### config.mk
export PLATFORM = sky130hd
export DESIGN_NAME = fetch_align
export DESIGN_NICKNAME = d
export VERILOG_FILES = /design/src/rtl/fetch_align.sv
export SDC_FILE = /design/constraint.sdc
export NUM_CORES = 1
export LEC_CHECK = 0
export ABC_AREA = 1
export BUFFER_PORTS_ARGS = -buffer_cell sky130_fd_sc_hd__buf_2
export CAP_MARGIN = 20
export CORE_UTILIZATION = 30
export CTS_BUF_LIST = sky130_fd_sc_hd__clkbuf_8
export DETAILED_ROUTE_END_ITERATION = 16
export GPL_ROUTABILITY_DRIVEN = 1
export GPL_TIMING_DRIVEN = 0
export HOLD_SLACK_MARGIN = 0.05
export SLEW_MARGIN = 10
export SYNTH_ARGS = -nofsm -noshare
export SYNTH_HDL_FRONTEND = slang
export SYNTH_SLANG_ARGS = --single-unit
### constraint.sdc
create_clock -name clk -period 8.5 [get_ports clk]
set_clock_uncertainty 0.05 [all_clocks]
set_input_delay 1.7 -clock clk [delete_from_list [all_inputs] [get_ports clk]]
set_output_delay 1.7 -clock clk [all_outputs]
set_load 0.01 [all_outputs]
### src/rtl/fetch_align.sv
// Fetch stage between prefetch and decode: owns the fetch PC and a one-entry output buffer.
// FETCH_COMP_EN enables 16-bit instruction support; undefined, halfword redirects raise a misalign fault.
module fetch_align #(
  parameter logic [31:0] PC_RESET  = 32'h8000_0000,
  parameter logic [31:0] INSTR_NOP = 32'h0000_0013
) (
  input  logic        clk,
  input  logic        rst,
  input  logic [31:0] pf_instr_i,
  input  logic        pf_ack_i,
  input  logic        pf_stall_i,
  output logic        instr_req_o,
  output logic [31:0] pc_ff_o,
  output logic        is_comp_o,
  output logic        clear_o,
  input  logic        redirect_i,
  input  logic [31:0] redirect_pc_i,
  input  logic        id_ready_i,
  output logic        id_valid_o,
  output logic [31:0] id_instr_o,
  output logic [31:0] id_pc_o,
  output logic        id_comp_o,
  output logic        id_misalign_o
);

  typedef enum logic [1:0] {S_RESET, S_FETCH, S_FLUSH, S_FAULT} state_t;

  state_t      state_q, state_d;
  logic [31:0] pc_q, pc_d;
  logic        vld_q, vld_d;
  logic [31:0] instr_q, instr_d;
  logic [31:0] idpc_q, idpc_d;
  logic        comp_q, comp_d;
  logic        mis_q, mis_d;

  logic        is_comp;
  logic        redir_fault;
  logic        accept;
  logic [31:0] redir_tgt;

  assign redir_tgt = redirect_pc_i & ~32'd1;

`ifdef FETCH_COMP_EN
  assign is_comp     = pf_ack_i & (pf_instr_i[1:0] != 2'b11);
  assign redir_fault = 1'b0;
`else
  assign is_comp     = 1'b0;
  assign redir_fault = redirect_pc_i[1];
`endif

  // Decode must have room (empty buffer or draining this cycle) before a new instruction lands.
  assign accept = (state_q == S_FETCH) & pf_ack_i & ~pf_stall_i &
                  (~vld_q | id_ready_i) & ~redirect_i;

  always_comb begin
    state_d     = state_q;
    pc_d        = pc_q;
    vld_d       = vld_q;
    instr_d     = instr_q;
    idpc_d      = idpc_q;
    comp_d      = comp_q;
    mis_d       = mis_q;
    instr_req_o = 1'b0;
    clear_o     = 1'b0;

    case (state_q)
      S_RESET: begin
        clear_o = 1'b1;
        state_d = S_FETCH;
      end
      S_FETCH: instr_req_o = 1'b1;
      S_FLUSH: begin
        clear_o = 1'b1;
        state_d = S_FETCH;
      end
      default: ;
    endcase

    if (redirect_i) begin
      pc_d = redir_tgt;
      if (redir_fault) begin
        // The fault itself is delivered through the buffer so decode raises the trap in order.
        vld_d   = 1'b1;
        instr_d = INSTR_NOP;
        idpc_d  = redirect_pc_i;
        comp_d  = 1'b0;
        mis_d   = 1'b1;
        state_d = S_FAULT;
      end else begin
        vld_d   = 1'b0;
        instr_d = INSTR_NOP;
        mis_d   = 1'b0;
        state_d = S_FLUSH;
      end
    end else if (accept) begin
      vld_d   = 1'b1;
      instr_d = pf_instr_i;
      idpc_d  = pc_q;
      comp_d  = is_comp;
      mis_d   = 1'b0;
      pc_d    = pc_q + (is_comp ? 32'd2 : 32'd4);
    end else if (vld_q & id_ready_i) begin
      vld_d   = 1'b0;
      instr_d = INSTR_NOP;
      mis_d   = 1'b0;
    end
  end

  always_ff @(posedge clk or posedge rst) begin
    if (rst) begin
      state_q <= S_RESET;
      pc_q    <= PC_RESET;
      vld_q   <= 1'b0;
      instr_q <= INSTR_NOP;
      idpc_q  <= PC_RESET;
      comp_q  <= 1'b0;
      mis_q   <= 1'b0;
    end else begin
      state_q <= state_d;
      pc_q    <= pc_d;
      vld_q   <= vld_d;
      instr_q <= instr_d;
      idpc_q  <= idpc_d;
      comp_q  <= comp_d;
      mis_q   <= mis_d;
    end
  end

  assign pc_ff_o       = pc_q;
  assign is_comp_o     = is_comp;
  assign id_valid_o    = vld_q;
  assign id_instr_o    = instr_q;
  assign id_pc_o       = idpc_q;
  assign id_comp_o     = comp_q;
  assign id_misalign_o = mis_q;

endmodule

Word level (Yosys, flattened, before mapping)
Cells that the tools add are included.
{"block": "op_classes", "reduce_logical": 6, "n_addsub": 1, "muxes": 22, "eq_ne": 3, "n_bitwise": 9, "mul": 0, "magnitude_cmp": 0, "shifts": 0, "div_mod_pow": 0}
{"operator": "2-to-1 mux 32 bit", "n": 8}
{"operator": "adder 32 x 3 -> 32 bit (second input constant)", "n": 1}
{"operator": "2-to-1 mux 1 bit", "n": 12}
{"operator": "bitwise AND 1 bit", "n": 5}
{"operator": "2-to-1 mux 2 bit", "n": 2}
{"operator": "nonzero test 2 bit", "n": 2}
{"operator": "NOT 1 bit", "n": 3}
{"operator": "nonzero test 3 bit", "n": 1}
{"operator": "equality test 2 x 1 -> 1 bit (second input constant)", "n": 1}
{"operator": "equality test 2 bit (second input constant)", "n": 1}
{"operator": "zero test 2 bit", "n": 1}
{"operator": "!= test 2 x 1 -> 1 bit (second input constant)", "n": 1}
{"operator": "AND reduction 2 bit", "n": 1}
{"operator": "OR reduction 2 bit", "n": 1}
{"operator": "bitwise OR 1 bit", "n": 1}
{"block": "totals", "mem_bits_ro": 0, "memories": 0, "latch_bits": 0, "elab_cells": 48, "mem_bits_rw": 0, "out_inout_bits": 102, "input_bits": 70, "ff_bits": 101}

Logic depth before layout (Yosys ltp)
{"block": "depth", "depth_word": 7, "ltp_mapped": 10, "ltp_nobuf": 10}

Least setup slack after synthesis
OpenSTA, ideal clock, no wires.
{"block": "synth_path", "kind": "input to register", "start": "in id_ready_i", "end": "reg idpc_q[4], in the netlist id_pc_o[4]", "slack_ps": 5820, "t_required_ps": 8325, "arrival_ps": 2504, "path_buffers": 2, "setup_time_ps": 125, "stages": 7, "cell_sequence": "nor2_2 nor3_4 nand2_2 nand2_2 buf_6 buf_4 a21oi_1"}
{"block": "synth_between", "elab_chain_len": 5}
{"element": "from (decl)", "line": "18", "text": "input logic id_ready_i,"}
{"element": "bitwise OR 1 bit", "line": "53", "text": "(~vld_q | id_ready_i) & ~redirect_i;"}
{"element": "bitwise AND 1 bit", "line": "52", "text": "assign accept = (state_q == S_FETCH) & pf_ack_i & ~pf_stall_i &"}
{"element": "bitwise AND 1 bit", "line": "53"}
{"element": "nonzero test 2 bit (no line)"}
{"element": "AND reduction 2 bit (no line)"}
{"element": "to (signal assigned)", "line": "123", "text": "idpc_q <= idpc_d;"}
{"element": "to (decl)", "line": "32", "text": "logic [31:0] idpc_q, idpc_d;"}
No other way between the ends.
A chain may end at the register's enable or synchronous reset.

Final worst setup path
{"block": "layout_path", "start": "reg pc_q[31], in the netlist pc_ff_o[31]", "end": "out pc_ff_o[31]"}
{"element": "from (decl)", "line": "29", "text": "logic [31:0] pc_q, pc_d;"}
{"element": "from (signal assigned)", "line": "120", "text": "pc_q <= pc_d;"}
{"element": "to (decl)", "line": "13", "text": "output logic [31:0] pc_ff_o,"}
No word-level cell between the ends.

==> flow_metrics.env <==
export IMPL_ys_ff_latch=99
export IMPL_status="complete, no violations"
export IMPL_synth_most_common_cell="nand2_1"
export IMPL_setup_tns_ns=0
export IMPL_cp_top_family="flip-flops"
export IMPL_synth_flop_cell="dfrtp_1"
export IMPL_fp_row_count=46
export IMPL_synth_edf_count=0
export IMPL_initial_core_util=0.3113
export IMPL_rsz0062_at_grt="false"
export IMPL_setup_slack_ns=5.650
export IMPL_synth_top_area_cell="dfrtp_1"
export IMPL_final_max_slew_viol_count=0
export IMPL_cp_slowest_stage_delay_ns=0.58
export IMPL_slew_limit_headroom=0.6081
export IMPL_ios=172
export IMPL_core_um2=16120
export IMPL_die_h_um=131.3
export IMPL_vias=4960
export IMPL_cpMaxStageDelayCell="dfstp_2"
export IMPL_postCtsSetupBuffers=0
export IMPL_cp_end_kind="primary output"
export IMPL_nets=920
export IMPL_dp_hpwl_mm=12.24
export IMPL_synthToLayoutAreaGrowth_pct=26.96
export IMPL_cts_hold_buf=0
export IMPL_path_cells="buf_2"
export IMPL_netlist_area_leader_share=0.4689
export IMPL_ys_warn_count=0
export IMPL_max_cap_violations=0
export IMPL_antenna_cells=0
export IMPL_finalPower_mw=1.085
export IMPL_die_width_um=131.3
export IMPL_grt_max_degree=62
export IMPL_r2r_slack_ns=6.68
export IMPL_grt_pass1_wl_mm=25.44
export IMPL_ctsResizeCount=0
export IMPL_powerDensity_nw_per_um2=170.3
export IMPL_cp_required_ns=6.75
export IMPL_hold_class="flop to flop"
export IMPL_drt_initial_drc_count=312
export IMPL_h_tree_depth=3
export IMPL_wirelength_mm=16.17
export IMPL_peakVddDrop_mv=0.07360
export IMPL_synth_cell_types=34
export IMPL_crit_buf_inv=1
export IMPL_cts_root_to_sink_buffers=2
export IMPL_synthArstFlopShare=1.000
export IMPL_grt_pass1_vias=4644
export IMPL_period_share=0.3353
export IMPL_clockRootBuffer="clkbuf_8"
export IMPL_ys_top_cells_by_count="276 x nand2_1, 94 x dfrtp_1, 68 x nor2_1"
export IMPL_dp_slack_ns=5.369
export IMPL_grt_use_total=0.1916
export IMPL_drc=0
export IMPL_cts_sinks=99
export IMPL_clk_pin_slew_ns=0.10
export IMPL_synth_avg_cell_area_um2=7.509
export IMPL_max_freq_ghz=0.3509
export IMPL_final_hold_viol_count=0
export IMPL_clock_latency_ns=0.38
export IMPL_netlist_instances=668
export IMPL_grt_overflow=0
export IMPL_place_gp_congestion=0.8472
export IMPL_antenna_found_initial=0
export IMPL_p_leak_nw=3.475
export IMPL_path_class="flop to primary output"
export IMPL_dieArea_um2=17240
export IMPL_numPortBuffers=167
export IMPL_startpoint_type="flop"
export IMPL_cts_tree="built"
export IMPL_drive_gt1_frac=0.2681
export IMPL_wl_per_cell_um=15.11
export IMPL_finalCriticalPeriod_ns=2.850
export IMPL_cts_buffers=9
export IMPL_arrival_ns=1.10
export IMPL_ys_seq_area_frac=0.4951
export IMPL_ant_nets=0
export IMPL_finalSetupViolations=0
export IMPL_synthTopCellsByArea="dfrtp_1 47%, nand2_1 21%, nand3_1 5.1%"
export IMPL_vias_per_cell=4.636
export IMPL_first_pass_iters=5
export IMPL_mappedNetlistArea_um2=5016
export IMPL_worst_pin_slew_ns=0.5878
export IMPL_worst_path_max_fanout=4
layer usage:
layer  GRT usage  share of wire  vias up
met5           0              0        -
met4     0.06331          0.011        0
met3     0.03164          0.054       11
met2      0.2934           0.45      140
met1      0.2736           0.48     2348
li1            -              -     2461
stage by stage:
step	cell area (µm²)	utilization	hold WS (ns)	cells
detailed placement	6162	0.3824	0.4033	1054
global route	6369	0.3952	0.4453	1070
global placement	6130	0.3804	0.3998	1053
finish	6369	0.3952	0.4214	1070
floorplan	5024	-	0.4340	670
CTS	6369	0.3952	0.4277	1070
registers in the layout, indices dropped and copies added, names as in the netlist:
| signal | count |
|---|---|
| id_instr_o | 32 |
| state_q | 2 |
| id_valid_o | 1 |
| pc_ff_o | 31 |
| id_misalign_o | 1 |
| id_pc_o | 32 |
where the power goes:
part / switching [mW] / total, mW / internal [mW] / leakage [nW]
Clock: 0.170 / 0.321 / 0.151 / 0.112
Combinational: 0.129 / 0.212 / 0.0826 / 2.13
Sequential: 0.0376 / 0.551 / 0.514 / 1.23
cells in the final DEF (no fill, tap or decap), types with 2 or more instances in the layout:
master    instances
inv_2             2
nor2_2            4
nand4_1           6
xor2_1            7
nor2_1           68
nor2_4            3
clkbuf_8         11
buf_6             4
o21a_1            3
nand2_1         276
inv_1            43
o22ai_1           5
xnor2_1           4
a21oi_1          32
a31oi_1           4
clkinv_4          2
buf_4             6
nand2_2           3
o21ai_0          17
clkbuf_1          5
dfstp_2           5
nand3_1          51
buf_2           182
conb_1            3
dfrtp_1          94
cell families after synthesis:
family	share of synthesized area
simple gates	0.3407
flops	0.4951
buf+inv	0.06959
compound gates	0.07009
xor+xnor	0.01921
fa+ha+maj	0.002494
other cells	0.0007476
mux	0.001996
worst paths after layout:
check                                     from        endpoint  depth (start not counted)
worst max-delay path               pc_ff_o[31]     pc_ff_o[31]                          1
worst min-delay path            id_instr_o[12]  id_instr_o[12]                          2
worst max register to register     pc_ff_o[15]     pc_ff_o[26]                          7
worst min register to register  id_instr_o[12]  id_instr_o[12]                          2
max in group asynchronous                  rst     id_pc_o[12]                          3
min in group asynchronous                  rst  id_instr_o[19]                          2
area by class of cell:
type	instances	area, µm²
Clock buffer	11	151.4
Clock inverter	5	55.05
Buffer	30	183.9
Sequential cell	99	2484
Fill cell	1731	9747
Inverter	44	170.2
Tap cell	216	270.3
Timing Repair Buffer	168	863.3
Multi-Input combinational cell	497	2191
No activity file was read; power rests on OpenSTA's default activity.
